[src/rtl/wb_arb.sv]
`default_nettype none
// =============================================================================
// wb_arb : GPR write-port arbiter. Pipeline writeback always wins; secondary
//          results queue in a small FIFO and drain into bubbles.
// Rev 1.0
// =============================================================================
module wb_arb #(
  parameter int DEPTH        = 2,
  parameter int STARVE_LIMIT = 4
) (
  input  logic        clk,
  input  logic        rst,
  input  logic        wb_i_wreg,
  input  logic [4:0]  wb_i_waddr,
  input  logic [31:0] wb_i_wdata,
  input  logic        sec_valid,
  output logic        sec_ready,
  input  logic [4:0]  sec_waddr,
  input  logic [31:0] sec_wdata,
  output logic        rf_we,
  output logic [4:0]  rf_waddr,
  output logic [31:0] rf_wdata,
  output logic        stall_req,
  input  logic [4:0]  q_addr,
  output logic        pend_hit
);

  localparam int AW = (DEPTH > 1) ? $clog2(DEPTH) : 1;
  localparam int CW = AW + 1;
  localparam int SW = $clog2(STARVE_LIMIT + 1);
  localparam logic [CW-1:0] C_DEPTH = CW'(DEPTH);
  localparam logic [SW-1:0] C_LIMIT = SW'(STARVE_LIMIT);

  localparam logic [1:0] S_IDLE  = 2'd0;
  localparam logic [1:0] S_WAIT  = 2'd1;
  localparam logic [1:0] S_STALL = 2'd2;

  logic [4:0]    mem_addr_q [DEPTH];
  logic [31:0]   mem_data_q [DEPTH];
  logic [AW-1:0] rd_ptr_q, rd_ptr_d, wr_ptr_q, wr_ptr_d;
  logic [CW-1:0] count_q, count_d;
  logic [SW-1:0] starve_cnt_q, starve_cnt_d;
  logic [1:0]    state_q, state_d;
  logic          stall_req_q, stall_req_d;
  logic          rf_we_q, rf_we_d;
  logic [4:0]    rf_waddr_q, rf_waddr_d;
  logic [31:0]   rf_wdata_q, rf_wdata_d;

  logic          w_full, w_empty, w_prim, w_push, w_pop;
  logic [AW-1:0] w_idx;

  assign w_full    = (count_q == C_DEPTH);
  assign w_empty   = (count_q == '0);
  assign sec_ready = ~w_full;
  // Zero-address secondary requests are acknowledged but never stored.
  assign w_push    = sec_valid && sec_ready && (sec_waddr != 5'd0);
  assign w_prim    = wb_i_wreg && (wb_i_waddr != 5'd0);
  assign w_pop     = ~w_prim && ~w_empty;

  always_comb begin
    rd_ptr_d   = rd_ptr_q + AW'(w_pop);
    wr_ptr_d   = wr_ptr_q + AW'(w_push);
    count_d    = count_q + CW'(w_push) - CW'(w_pop);
    rf_we_d    = w_prim | w_pop;
    rf_waddr_d = 5'd0;
    rf_wdata_d = 32'd0;
    if (w_prim) begin
      rf_waddr_d = wb_i_waddr;
      rf_wdata_d = wb_i_wdata;
    end else if (w_pop) begin
      rf_waddr_d = mem_addr_q[rd_ptr_q];
      rf_wdata_d = mem_data_q[rd_ptr_q];
    end
    starve_cnt_d = starve_cnt_q;
    if (w_empty || w_pop) begin
      starve_cnt_d = '0;
    end else if (starve_cnt_q < C_LIMIT) begin
      starve_cnt_d = starve_cnt_q + SW'(1);
    end
  end

  always_comb begin
    state_d = state_q;
    case (state_q)
      S_IDLE:  if (w_push) state_d = S_WAIT;
      S_WAIT: begin
        if (count_d == '0)                 state_d = S_IDLE;
        else if (starve_cnt_d == C_LIMIT)  state_d = S_STALL;
      end
      S_STALL: if (w_pop) state_d = (count_d == '0) ? S_IDLE : S_WAIT;
      default: state_d = S_IDLE;
    endcase
  end

  always_comb begin
    stall_req_d = (state_d == S_STALL);
  end

  always_ff @(posedge clk or posedge rst) begin
    if (rst) begin
      state_q     <= S_IDLE;
      stall_req_q <= 1'b0;
    end else begin
      state_q     <= state_d;
      stall_req_q <= stall_req_d;
    end
  end

  always_ff @(posedge clk or posedge rst) begin
    if (rst) begin
      rd_ptr_q     <= '0;
      wr_ptr_q     <= '0;
      count_q      <= '0;
      starve_cnt_q <= '0;
      rf_we_q      <= 1'b0;
      rf_waddr_q   <= 5'd0;
      rf_wdata_q   <= 32'd0;
    end else begin
      rd_ptr_q     <= rd_ptr_d;
      wr_ptr_q     <= wr_ptr_d;
      count_q      <= count_d;
      starve_cnt_q <= starve_cnt_d;
      rf_we_q      <= rf_we_d;
      rf_waddr_q   <= rf_waddr_d;
      rf_wdata_q   <= rf_wdata_d;
    end
  end

  // Storage needs no reset: validity is tracked by the pointers and count.
  always_ff @(posedge clk) begin
    if (w_push) begin
      mem_addr_q[wr_ptr_q] <= sec_waddr;
      mem_data_q[wr_ptr_q] <= sec_wdata;
    end
  end

  always_comb begin
    pend_hit = 1'b0;
    w_idx    = '0;
    for (int i = 0; i < DEPTH; i++) begin
      w_idx = rd_ptr_q + AW'(i);
      if ((CW'(i) < count_q) && (mem_addr_q[w_idx] == q_addr)) pend_hit = 1'b1;
    end
    if (q_addr == 5'd0) pend_hit = 1'b0;
  end

  assign rf_we     = rf_we_q;
  assign rf_waddr  = rf_waddr_q;
  assign rf_wdata  = rf_wdata_q;
  assign stall_req = stall_req_q;

endmodule
`default_nettype wire
[config.mk]
export PLATFORM = sky130hd
export DESIGN_NAME = wb_arb
export DESIGN_NICKNAME = d
export VERILOG_FILES = /design/src/rtl/wb_arb.sv
export SDC_FILE = /design/constraint.sdc
export NUM_CORES = 1
export LEC_CHECK = 0
export CELL_PAD_IN_SITES_DETAIL_PLACEMENT = 0
export CELL_PAD_IN_SITES_GLOBAL_PLACEMENT = 1
export CORE_ASPECT_RATIO = 0.9
export CORE_MARGIN = 2
export CORE_UTILIZATION = 43
export DETAILED_ROUTE_END_ITERATION = 8
export PLACE_DENSITY = 0.93
export SYNTH_ARGS = -nofsm -noshare
export SYNTH_HDL_FRONTEND = slang
export SYNTH_SLANG_ARGS = --single-unit
[constraint.sdc]
create_clock -name clk -period 6.3 [get_ports clk]
set_input_delay 1.89 -clock clk [delete_from_list [all_inputs] [get_ports clk]]
set_output_delay 1.89 -clock clk [all_outputs]
set_load 0.02 [all_outputs]
==> flow_metrics.tcl, run 1 <==
set metrics [dict create \
    n_fill_cell 878 \
    rows 37 \
    vias 3004 \
    clock-sinks 122 \
    die_h_um 106 \
    cts.clk_slew.worst_paths_ps 50 \
    clkPwrFrac_pct 32.1 \
    numPortBuffers 123 \
    p_seq_share_pct 38.8 \
    antenna_found_initial 0 \
    synth_fp_nets 402 \
    finClkSkew_ps 5.18 \
    yosysSeqAreaShare_pct 68.4 \
    wl_per_cell_um 16.0 \
    seqCellArea_mm2 0.00342 \
    synth_top_area_cell "edfxtp_1" \
    clock_path_buffers 2 \
    comb_power_share_pct 29.1 \
    syn_to_final_growth_pct 38.9 \
    internal-power_mw 2.09 \
    grt_pass1_vias 3188 \
    crit_type "input port to output port" \
    cp_data_arrival_time_ps 3760 \
    core_area_mm2 0.0114 \
    cts_buffers 17 \
    fin_total_pwr_mw 3.01 \
    drtIter0Drc 103 \
    multiInputGateArea_mm2 0.00147 \
    initial_core_util_pct 44.0 \
    hold_slack_ps 497 \
    io_pins 124 \
    min_period_over_period_pct 89.7 \
    vias_per_cell 4.92 \
    outcome "finished clean" \
    grt.total_usage_pct 16.6 \
    vdd_ir_drop_max_mv 0.223 \
    p_leak_nw 2.68 \
    htreeDepth 4 \
    hold_viol 0 \
    grt_first_pass_wirelength_mm 15.8 \
    dieWidth_um 118 \
    antenna_cells 0 \
    ys_types 33 \
    crit_path_start_kind "input port" \
    cp-end-kind "output port" \
    cts_tree "built" \
    synthTopCellsByArea "edfxtp_1, dfrtp_1, o31ai_2" \
    max_cap_viol_count 0 \
    setup_total_negative_slack_ps 0 \
    power.density_mw_per_mm2 433 \
    placed_area_mm2 0.00636 \
    ys_ff_latch 122 \
    cts_hold_buf 0 \
    overflow 0 \
    p_sw_uw 915 \
    slew_violations 0 \
    crit_fanout 3 \
    grt_start_max_net_pins 70 \
    worst_pin_slew_ps 1030 \
    cts_setup_buffers 0 \
    syn_area_mm2 0.00501 \
    p_sw_share_pct 30.4 \
    cp.required_ps 4410 \
    timing.final.crit_period_ps 5650 \
    fin_ws_ps 649 \
    firstDrtPassIters 4 \
    dpl.hpwl_mm 6.35 \
    clockRootBuffer "clkbuf_16" \
    rsz0062_at_grt "no" \
    max-slew-margin-rel_pct 31.5 \
    final_cell_area_mm2 0.00695 \
    clk_latency_ps 400 \
    nets 530 \
    drc 0 \
    fmax_ghz 0.177 \
    post-place-ws_ps 691 \
    place_congestion 0.807 \
    die-area_mm2 0.0125 \
    synth_top_cell_area_share_pct 44.4 \
    wirelength_mm 9.79 \
    post_cts_resized 0 \
    netlist_instances 314 \
    drive_above_1_share_pct 19.8 \
    synth_warnings 0 \
    min_path_type "register to register" \
    avgSynthCellArea_um2 15.9 \
    drt.antenna.violating_nets 0 \
    setup_viol 0 \
]
==> placed cells by master, fill, tap and decap left out, drive strengths merged, types with 3 or more instances in the layout <==
master         synthesis  final
clkdlybuf4s50          0    123
edfxtp                74     74
dfrtp                 48     48
mux2i                 43     43
nand2                 41     41
o31ai                 38     38
clkbuf                 3     19
xor2                   8      8
xnor2                  6      6
clkinv                 0      6
inv                    5      6
nor2                   6      6
ha                     5      5
nor3                   4      4
o22ai                  3      3
clkinvlp               0      3
bufinv                 0      3
buf                   14      3
==> power groups by stage <==
stage               Combinational [mW]  Clock [mW]  Sequential (mW)
floorplan                        0.508           0             1.23
global placement                 0.867           0             1.18
detailed placement               0.893           0             1.18
CTS                              0.894       0.988             1.17
global route                     0.943        1.02             1.19
finish                           0.876       0.966             1.17
==> stage by stage <==
| step | utilization [%] | cells |
|---|---|---|
| 4_1_cts | 61.1 | 611 |
| 6_report | 61.1 | 611 |
| 2_1_floorplan | - | 314 |
| 3_5_place_dp | 55.9 | 579 |
| 5_1_grt | 61.1 | 611 |
| 3_3_place_gp | 55.9 | 579 |
==> synthesized netlist by cell type <==
cell type,instances
dfrtp_1,48
o21a_1,1
inv_1,5
nor3_1,4
nand3b_1,1
o31ai_2,37
clkbuf_1,3
or4_1,1
buf_6,6
buf_2,6
o31ai_1,1
nor2_1,5
nor4bb_1,1
o22ai_1,3
o21ai_2,1
nand2b_1,2
xnor2_1,6
edfxtp_1,74
nand2_2,10
nand4_1,2
ha_1,5
nand2_1,31
mux2i_1,43
or2_2,1
a21oi_1,1
o211ai_1,1
buf_1,2
a31oi_1,1
nor2_4,1
nor4_1,1
xor2_1,8
or3_1,1
or4_4,1
==> area by class of cell <==
cell class	instances	share of cell area [%]
clock buffers	19	6.37
repair buffers	126	18.0
flip-flops and latches	122	49.2
inverters	5	0.270
well taps	156	2.81
multi-input cells	170	21.1
clock inverters	13	2.16
==> flip-flops by register name (all words and copies together) (netlist names) <==
signal / flops
mem_data_q: 64
rf_wdata: 32
mem_addr_q: 10
rf_waddr: 5
starve_cnt_q: 3
count_q: 2
state_q: 2
rd_ptr_q: 1
rf_we: 1
stall_req: 1
wr_ptr_q: 1
==> critical path, stage by stage <==
cell	delay (ps)
clkdlybuf4s50_1	470
xnor2_1	160
nor4_1	310
nand4_1	150
o31ai_1	110
clkdlybuf4s50_1	660
==> per-layer routing <==
layer,GRT usage [%],routed length [µm],vias up
met5,0,0,-
met4,7.31,139,0
met3,5.85,606,13
met2,27.6,4870,95
met1,19.5,4180,1466
li1,-,-,1430
==> final timing paths <==
check                                     startpoint                endpoint  slack, ps  depth (start not counted)
worst max-delay path                       q_addr[0]                pend_hit        650                          6
worst min-delay path            state_q[1]$_DFF_PP0_    state_q[0]$_DFF_PP0_        500                          1
worst max register to register  count_q[1]$_DFF_PP0_    state_q[0]$_DFF_PP0_       3480                         11
worst min register to register  state_q[1]$_DFF_PP0_    state_q[0]$_DFF_PP0_        500                          1
max in group asynchronous                        rst      rd_ptr_q$_DFF_PP0_       3550                          2
min in group asynchronous                        rst  rf_wdata[30]$_DFF_PP0_       2060                          2
==> cells by family after synthesis <==
family          share of synthesized area (%)
flops                                    68.4
simple gates                             6.17
compound gates                           10.5
buf+inv                                  2.70
xor+xnor                                 2.45
fa+ha+maj                                1.25
mux                                      8.60
Note: power is estimated with default switching activity, not from simulation.
==> inputs of run 2 (changes only) <==
Settings changed: TNS_END_PERCENT set to 50.
==> results of run 2 <==
No change in the layout: final DEF, timing and power equal those of run 1.
